$ cat src/rtl/list_stream_pkg.sv
// list_stream_pkg
//   Shared definitions for the list-stream prefetch slice.
//   - LIST_DATA_W   : default element width
//   - fetch_state_t : upstream fetch FSM states
//   - occ_w()       : width needed to hold an occupancy of 0..depth
package list_stream_pkg;

  localparam int unsigned LIST_DATA_W = 8;

  typedef enum logic [1:0] {
    F_IDLE,
    F_REQ,
    F_GAP,
    F_END
  } fetch_state_t;

  function automatic int unsigned occ_w(input int unsigned depth);
    return $clog2(depth) + 1;
  endfunction

endpackage

$ cat src/rtl/list_prefetch_fifo.sv
// list_prefetch_fifo
//   Plain synchronous FIFO used as the prefetch store. Knows nothing about the
//   list protocol; the owner guarantees no push when full and no pop when empty.
//   Push and pop in the same cycle are allowed and leave the count unchanged.
// Ports
//   i_clk         clock, all logic on posedge
//   i_rst_n       synchronous active-low reset
//   i_push        write i_push_data at the tail
//   i_push_data   element to write
//   i_pop         drop the head element
//   o_head        current head element (valid when !o_empty)
//   o_full        count == DEPTH
//   o_empty       count == 0
//   o_count_next  occupancy after this cycle (only with LIST_PREFETCH_STATS_EN)
// Configuration macro: LIST_PREFETCH_STATS_EN
module list_prefetch_fifo
  import list_stream_pkg::*;
#(
  parameter int unsigned DATA_W = LIST_DATA_W,
  parameter int unsigned DEPTH  = 4
) (
  input  logic              i_clk,
  input  logic              i_rst_n,
  input  logic              i_push,
  input  logic [DATA_W-1:0] i_push_data,
  input  logic              i_pop,
  output logic [DATA_W-1:0] o_head,
  output logic              o_full,
  output logic              o_empty
`ifdef LIST_PREFETCH_STATS_EN
  ,
  output logic [occ_w(DEPTH)-1:0] o_count_next
`endif
);

  localparam int unsigned PW = $clog2(DEPTH);
  localparam int unsigned CW = occ_w(DEPTH);

  logic [DATA_W-1:0] r_mem [DEPTH];
  logic [PW-1:0]     r_rd_ptr;
  logic [PW-1:0]     r_wr_ptr;
  logic [CW-1:0]     r_count;
  logic [CW-1:0]     w_count_next;

  always_comb begin
    w_count_next = r_count;
    case ({i_push, i_pop})
      2'b10:   w_count_next = r_count + CW'(1);
      2'b01:   w_count_next = r_count - CW'(1);
      default: w_count_next = r_count;
    endcase
  end

  // Pointers are exactly log2(DEPTH) bits, so they wrap modulo DEPTH for free.
  always_ff @(posedge i_clk) begin
    if (!i_rst_n) begin
      r_rd_ptr <= '0;
      r_wr_ptr <= '0;
      r_count  <= '0;
    end else begin
      if (i_push) begin
        r_wr_ptr <= r_wr_ptr + PW'(1);
      end
      if (i_pop) begin
        r_rd_ptr <= r_rd_ptr + PW'(1);
      end
      r_count <= w_count_next;
    end
  end

  always_ff @(posedge i_clk) begin
    if (i_push) begin
      r_mem[r_wr_ptr] <= i_push_data;
    end
  end

  assign o_head  = r_mem[r_rd_ptr];
  assign o_full  = (r_count == CW'(DEPTH));
  assign o_empty = (r_count == '0);

`ifdef LIST_PREFETCH_STATS_EN
  assign o_count_next = w_count_next;
`endif

endmodule

$ cat src/rtl/list_prefetch_buffer.sv
// list_prefetch_buffer
//   Pulls list elements from an upstream producer ahead of demand, holds up to
//   DEPTH of them, and re-serves them downstream over the same req/ack list
//   protocol, so a consumer hitting the buffer is answered in one cycle.
// Ports
//   clock            clock, all logic on posedge
//   ready            synchronous active-low reset (0 = reset, 1 = run)
//   src_req          upstream request, held until src_ack
//   src_ack          upstream ack pulse
//   src_value        upstream element, sampled with src_ack
//   src_value_valid  0 together with src_ack marks upstream end-of-list
//   req              downstream request; each rising edge is one request
//   ack              one-cycle ack pulse per served request
//   value            served element, held until the next ack
//   value_valid      1 = element, 0 = end-of-list
//   max_occ          FIFO high-water mark (only with LIST_PREFETCH_STATS_EN)
// Configuration macro: LIST_PREFETCH_STATS_EN
module list_prefetch_buffer
  import list_stream_pkg::*;
#(
  parameter int unsigned DATA_W = LIST_DATA_W,
  parameter int unsigned DEPTH  = 4
) (
  input  logic              clock,
  input  logic              ready,
  output logic              src_req,
  input  logic              src_ack,
  input  logic [DATA_W-1:0] src_value,
  input  logic              src_value_valid,
  input  logic              req,
  output logic              ack,
  output logic [DATA_W-1:0] value,
  output logic              value_valid
`ifdef LIST_PREFETCH_STATS_EN
  ,
  output logic [occ_w(DEPTH)-1:0] max_occ
`endif
);

  localparam int unsigned CW = occ_w(DEPTH);

  fetch_state_t      r_state;
  fetch_state_t      w_state_next;
  logic              w_src_req;
  logic              w_push;
  logic              w_set_eol;

  logic              w_full;
  logic              w_empty;
  logic [DATA_W-1:0] w_head;

  logic              r_eol;
  logic              r_pending;
  logic              r_last_req;
  logic              r_ack;
  logic [DATA_W-1:0] r_value;
  logic              r_value_valid;

  logic              w_edge;
  logic              w_accept;
  logic              w_service;
  logic              w_pop;
  logic              w_eol_ack;
  logic              w_set_pending;

`ifdef LIST_PREFETCH_STATS_EN
  logic [CW-1:0]     w_count_next;
  logic [CW-1:0]     r_max_occ;
`endif

  list_prefetch_fifo #(
    .DATA_W (DATA_W),
    .DEPTH  (DEPTH)
  ) u_fifo (
    .i_clk        (clock),
    .i_rst_n      (ready),
    .i_push       (w_push),
    .i_push_data  (src_value),
    .i_pop        (w_pop),
    .o_head       (w_head),
    .o_full       (w_full),
    .o_empty      (w_empty)
`ifdef LIST_PREFETCH_STATS_EN
    ,
    .o_count_next (w_count_next)
`endif
  );

  // Upstream fetch FSM: at most one request in flight. Fullness is checked
  // only at issue time; pops can only lower the count, so the push cannot
  // overflow.
  always_ff @(posedge clock) begin
    if (!ready) begin
      r_state <= F_IDLE;
    end else begin
      r_state <= w_state_next;
    end
  end

  always_comb begin
    w_state_next = r_state;
    w_src_req    = 1'b0;
    w_push       = 1'b0;
    w_set_eol    = 1'b0;
    case (r_state)
      F_IDLE: begin
        if (!r_eol && !w_full) begin
          w_state_next = F_REQ;
        end
      end
      F_REQ: begin
        w_src_req = 1'b1;
        if (src_ack) begin
          if (src_value_valid) begin
            w_push       = 1'b1;
            w_state_next = F_GAP;
          end else begin
            w_set_eol    = 1'b1;
            w_state_next = F_END;
          end
        end
      end
      // One low cycle so the producer sees a fresh request edge.
      F_GAP:   w_state_next = F_IDLE;
      F_END:   w_state_next = F_END;
      default: w_state_next = F_IDLE;
    endcase
  end

  assign src_req = w_src_req;

  // Downstream side. A pending request is retried every cycle until either an
  // element is in the FIFO or end-of-list is known; new edges are ignored
  // while one is pending or while the ack pulse is still high.
  assign w_edge        = req & ~r_last_req;
  assign w_accept      = w_edge & ~r_pending & ~r_ack;
  assign w_service     = w_accept | r_pending;
  assign w_pop         = w_service & ~w_empty;
  assign w_eol_ack     = w_service & w_empty & r_eol;
  assign w_set_pending = w_accept & w_empty & ~r_eol;

  always_ff @(posedge clock) begin
    if (!ready) begin
      r_eol         <= 1'b0;
      r_pending     <= 1'b0;
      r_last_req    <= 1'b0;
      r_ack         <= 1'b0;
      r_value       <= '0;
      r_value_valid <= 1'b0;
    end else begin
      r_last_req <= req;
      r_ack      <= w_pop | w_eol_ack;
      if (w_set_eol) begin
        r_eol <= 1'b1;
      end
      if (w_pop || w_eol_ack) begin
        r_pending <= 1'b0;
      end else if (w_set_pending) begin
        r_pending <= 1'b1;
      end
      if (w_pop) begin
        r_value       <= w_head;
        r_value_valid <= 1'b1;
      end else if (w_eol_ack) begin
        r_value       <= '0;
        r_value_valid <= 1'b0;
      end
    end
  end

  assign ack         = r_ack;
  assign value       = r_value;
  assign value_valid = r_value_valid;

`ifdef LIST_PREFETCH_STATS_EN
  always_ff @(posedge clock) begin
    if (!ready) begin
      r_max_occ <= '0;
    end else if (w_count_next > r_max_occ) begin
      r_max_occ <= w_count_next;
    end
  end

  assign max_occ = r_max_occ;
`endif

endmodule

$ cat config.mk
export PLATFORM = sky130hd
export DESIGN_NAME = list_prefetch_buffer
export DESIGN_NICKNAME = d
export VERILOG_FILES = /design/src/rtl/list_stream_pkg.sv /design/src/rtl/list_prefetch_fifo.sv /design/src/rtl/list_prefetch_buffer.sv
export SDC_FILE = /design/constraint.sdc
export NUM_CORES = 1
export LEC_CHECK = 0
export ABC_AREA = 1
export CELL_PAD_IN_SITES_DETAIL_PLACEMENT = 1
export CELL_PAD_IN_SITES_GLOBAL_PLACEMENT = 1
export CORE_UTILIZATION = 50
export CTS_BUF_LIST = sky130_fd_sc_hd__clkbuf_4 sky130_fd_sc_hd__clkbuf_8
export CTS_CLUSTER_DIAMETER = 50
export DETAILED_ROUTE_END_ITERATION = 10
export DONT_BUFFER_PORTS = 1
export PLACE_DENSITY_LB_ADDON = 0.1
export SYNTH_ARGS = -nofsm -noshare
export SYNTH_HDL_FRONTEND = slang
export SYNTH_SLANG_ARGS = --single-unit
export TNS_END_PERCENT = 100
$ cat constraint.sdc
create_clock -name clock -period 2.69 [get_ports clock]
set_clock_uncertainty 0.2 [all_clocks]
set_input_delay 0.269 -clock clock [delete_from_list [all_inputs] [get_ports clock]]
set_output_delay 0.269 -clock clock [all_outputs]
set_load 0.1 [all_outputs]
### Yosys cells after proc, flatten, opt, wreduce, memory -nomap -nowiden

Memory sizes are Yosys's and may differ from the RTL's. A register that Yosys moved wholly into a read port is not among the register bits.
Cells that the tools add are included.

* $add $sub $neg: 4
* equality and inequality tests: 8
* muxes and demuxes: 20
* bitwise operators: 16
* reductions and logical operators: 10

Operators by type and width (number)
* 2-to-1 mux 8 bit: 2
* 2-to-1 mux 1 bit: 12
* bitwise AND 1 bit: 8
* 2-to-1 mux 2 bit: 4
* case mux 2 bit (4 select lines): 1
* == test 2 bit (second input constant): 3
* inverter 1 bit: 6
* case mux 3 bit (2 select lines): 1
* adder 2 x 1 -> 2 bit (second input constant): 2
* == test 2 x 1 -> 1 bit (second input constant): 2
* != test 2 bit (second input constant): 2
* nonzero test 2 bit: 2
* adder 3 x 1 -> 3 bit (second input constant): 1
* == test 3 bit (second input constant): 1
* zero test 3 bit: 1
* subtractor 3 x 1 -> 3 bit (second input constant): 1
* zero test 1 bit: 2
* zero test 2 bit: 1
* OR 1 bit: 2
* AND reduction 2 bit: 1
* OR reduction 2 bit: 1
* logical AND 1 bit: 1
* logical OR 1 bit: 1

* bits in registers: 22
* bits in writable memories: 32
* input bits: 13
* output and inout bits: 11
* logic and storage cells: 69
* memories kept: 1

Memories
* u_fifo.r_mem: words 4, width 8, read ports 1, clocked after Yosys merged registers in 1, write ports 1, line list_prefetch_fifo.sv:39 `logic [DATA_W-1:0] r_mem [DEPTH];`

### Logic depth before layout (Yosys ltp)

* depth after elaboration: 9
* depth in mapped cells: 13
* depth with buffers taken out: 12

### Modules after synthesis

A second synthesis with hierarchy kept.

* cells, all modules: 208
* area, all modules: 2209.6 um^2

By module, submodules not included
* list_prefetch_fifo: times used 1, cells each 133, area each 1634.1 um^2, sequential area each 1141.1 um^2
* list_prefetch_buffer: times used 1, cells each 75, area each 575.6 um^2, sequential area each 300.3 um^2

### Least setup slack after synthesis

OpenSTA, ideal clock, no wires.

* kind: reg-to-reg
* start point: register r_ack, in the netlist ack
* end point: register u_fifo.r_count[2]
* setup time: 0.119 ns
* arrival: 2.154 ns
* required time: 2.371 ns
* path slack: 0.216 ns
* cell stages (with the launch flop): 13
* buffers on the path: 1
* path through: dfxtp_1 -> inv_1 -> nand3_1 -> a21oi_4 -> buf_6 -> ha_1 -> inv_1 -> fa_1 -> inv_1 -> nand2_1 -> nand3_1 -> o21ai_0 -> a21oi_1

* cells in the longest elaborated chain, start to end: 6
* elaborated cells between the ends (all ways): 8
* classes of those cells: 2 x eq/ne; 1 x mux; 4 x bitwise; 1 x reduce/logical

Ends and longest elaborated chain
* start: declaration: line list_prefetch_buffer.sv:55 `logic r_ack;`
* start signal: assignment: line list_prefetch_buffer.sv:152 `r_ack <= w_pop | w_eol_ack;`
* inverter 1 bit (*): line list_prefetch_buffer.sv:136 `assign w_accept = w_edge & ~r_pending & ~r_ack;`
* bitwise AND 1 bit (*): line list_prefetch_buffer.sv:136
* OR 1 bit (*): line list_prefetch_buffer.sv:137 `assign w_service = w_accept | r_pending;`
* bitwise AND 1 bit (*): line list_prefetch_buffer.sv:138 `assign w_pop = w_service & ~w_empty;`
* named net u_fifo.i_pop: line list_prefetch_fifo.sv:26 `input logic i_pop,`
* == test 2 x 1 -> 1 bit / == test 2 bit (equally long branches): line list_prefetch_fifo.sv:47 `case ({i_push, i_pop})`
* case mux 3 bit (2 select lines) / nonzero test 2 bit (equally long branches)
* end signal: assignment: line list_prefetch_fifo.sv:67 `r_count <= w_count_next;`
* end: declaration: line list_prefetch_fifo.sv:42 `logic [CW-1:0] r_count;`

Mark *: on every way through the listed nets, which the timed path passes. The rest lies on a longest branch.
A chain may end at the register's enable or synchronous reset.

### Worst setup path in the final report

* start point: register u_fifo.r_count[0]
* end point: register u_fifo.r_count[2]

* cells in the longest elaborated chain, start to end: 5
* elaborated cells between the ends (all ways): 9
* classes of those cells: 2 x add/sub; 2 x eq/ne; 1 x mux; 2 x bitwise; 2 x reduce/logical

Ends and longest elaborated chain
* zero test 3 bit: line list_prefetch_fifo.sv:79 `assign o_empty = (r_count == '0);`
* inverter 1 bit: line list_prefetch_buffer.sv:138
* bitwise AND 1 bit: line list_prefetch_buffer.sv:138
* == test 2 x 1 -> 1 bit / == test 2 bit (equally long branches): line list_prefetch_fifo.sv:47
* case mux 3 bit (2 select lines) / nonzero test 2 bit (equally long branches)

Parallel ways exist; a longest one is shown, timed or not.

==> metrics.txt <==
die area=0.00506 sq mm; failing checks=DRC; Synth Instances=259; startpoint of the worst register-to-register path=u_fifo.r_count[0]$_SDFFE_PN0P_; Final ANT Viol Nets=0; max_cap viols=0; combinational power share=0.336; switching part of the total=0.406; Max Buffers Root-to-Sink=2; core area=0.00447 sq mm; total CTS buffers=5; first-pass GRT wire length=8.34 mm; cell-by-cell trace of the critical path=inv_2, nand2_2, nor2_2, a21oi_4, ha_1, inv_1, fa_1, nand2_1, nand3_1, o21ai_0, a21oi_1; CP Class=register to register; clock latency on the worst-skew pair=300 ps; max-slew violations=0; Setup WS post-layout=578 ps; Critical Path Max Stage Delay=410 ps; CP delay by family, top=adder cells; antenna diode count=0; DR DRC count=1; CP Depth=11; wire per inst=15.0 microns; post-DP HPWL=3.18 mm; RSZ-0062 raised after global routing=false; die width=71.2 microns; R2R cell count=11; FILL cells=526; syn_nets=278; Final Net Count=305; most common cell after layout, fill and taps aside=nand2_1; DR vias/cell=4.93; total power=2.76 mW; setup violators final=0; vias in the first global route=1,769; H-tree depth=2; ratio of cells with drive above 1 in the final layout=0.111; Worst Tran Pin Value=991 ps; Clock power frac=0.235; initial antenna violation count=0; gr usage total=0.225; TritonRoute pass-1 iters=7; Area growth syn-to-layout=16.0%; Seq/Total Area, Yosys=0.603; CTS resizes=0; setup TNS=0 ps; run status=complete, but fails checks; Final Hold Viols=0; Placement Setup Slack=642 ps; Unique masters post-synth=22; fin crit share=0.785; Initial DRC Count=63; Final Util=0.620; hold slack=39.1 ps; Max transition margin=0.338; row count=24; CTS tree=yes; Int Power=1.64 mW; hold crit path type=input pin to register; Clk pin slew, worst setup/hold paths=90 ps; IO buf count=0; FF-to-FF setup slack=580 ps; DP Cell Count=318; Worst R2R End=u_fifo.r_count[2]$_SDFFE_PN0P_; WP data required=2690 ps; Max Clk Rate=474 MHz; largest net degree at the start of global routing=18; Finished Cell Area=0.00277 sq mm; CP endpoint kind=register; WP buf/inv=2; I/O Pins=24; most frequent cells in the layout=73 x nand2_1, 52 x inv_1, 32 x edfxtp_1, 24 x dfxtp_1, 20 x nand3_1; sw power=1.12 mW; Final min period=2110 ps; Sink Count=56; Setup crit start kind=register; Peak supply drop=0.383 mV; crit-path max FO=4; initial core utilization=0.534; crit path to=u_fifo.r_count[2]$_SDFFE_PN0P_; # Post-CTS Setup Buffers=0; Slowest-stage cell, CP=dfxtp_1; Placer Congestion=0.791; syn_area_per_cell=9.23 sq um; #FFs+latches synth=56; Post-Syn Area=0.00239 sq mm; sequential cell fraction of total power=0.430; cell area after placement=0.00251 sq mm; WP data arrival=2110 ps; Cell Pwr Density=994 mW/mm^2; CP startpoint=u_fifo.r_count[0]$_SDFFE_PN0P_; die height=71.2 microns; grt total ovfl=0; Routed WL=5.07 mm; Synth Warn #=0; via count=1,672; Non-Filler Instances=339; Leakage=1.24 nW; Root Buffer=clkbuf_8
[sequential cells by signal, summed over array words and instances (netlist names), 2 cells and up, named ones only]
name / cells
r_state: 2
u_fifo.r_count: 3
u_fifo.r_mem: 32
u_fifo.r_rd_ptr: 2
u_fifo.r_wr_ptr: 2
value: 8
[Yosys cell counts]
master / count / area [sq um]
buf_6: 3 / 33.8
xor2_1: 1 / 8.76
nor2_1: 12 / 45.0
fa_1: 1 / 20.0
dfxtp_1: 24 / 480
nand2_2: 2 / 12.5
inv_4: 1 / 6.26
inv_2: 2 / 7.51
and3_1: 1 / 6.26
nor2_2: 1 / 6.26
ha_1: 5 / 62.6
edfxtp_1: 32 / 961
inv_1: 52 / 195
o21ai_0: 5 / 25.0
nor2_4: 1 / 11.3
nand2_1: 73 / 274
nand3_2: 1 / 10.0
a21oi_1: 16 / 80.1
a21oi_2: 1 / 8.76
a21oi_4: 1 / 16.3
nand3_1: 20 / 100
buf_2: 4 / 20.0
[worst min path at each step]
stage	endpoint	from	cells after the start	slack (ps)
finish	u_fifo.r_wr_ptr[1]$_SDFFE_PN0P_	src_ack	2	40
CTS	u_fifo.r_wr_ptr[0]$_SDFFE_PN0P_	src_ack	2	30
floorplan	r_last_req$_SDFF_PN0_	req	2	160
global route	u_fifo.r_wr_ptr[1]$_SDFFE_PN0P_	src_ack	2	50
global placement	r_last_req$_SDFF_PN0_	req	2	160
detailed placement	u_fifo.r_mem[2][7]$_DFFE_PP_	src_value[7]	0	170
[kinds of logic after synthesis]
family / Yosys count / share of synthesized area
XOR/XNOR: 1 / 0.00366
flip-flops: 56 / 0.603
AO/OA/AOI/OAI: 23 / 0.0544
buffers and inverters: 62 / 0.110
adder cells (fa/ha/maj): 6 / 0.0345
AND/OR/NAND/NOR: 111 / 0.195
[metal layers]
layer	part of all wire	global-route usage	vias up
met1	0.43	0.267	787
met5	0	0	-
met4	0.014	0.0733	0
met3	0.030	0.0470	6
li1	-	-	852
met2	0.53	0.406	27
[cell type report]
type / count / area (sq um) / share of cell area
clock buffer: 6 / 76.3 / 0.0275
clock inverter: 2 / 60.1 / 0.0217
inverter: 55 / 209 / 0.0753
multi-input combinational: 141 / 687 / 0.248
sequential: 56 / 1440 / 0.520
tap: 52 / 65.1 / 0.0235
timing repair buffer: 27 / 235 / 0.0848
[repair_timing]
action,in CTS,in global routing
setup endpoints to repair,0,0
endpoints found under the hold margin,44,0
hold buffers,13,0
[power groups by stage]
stage,clock network (mW),logic [mW],registers [mW]
final,0.647,0.926,1.19
after global routing,0.687,1.02,1.20
after floorplan,0,0.521,1.41
after CTS,0.661,0.927,1.19
after global placement,0,0.876,1.20
after detailed placement,0,0.895,1.20
(Power assumes the default switching activity.)
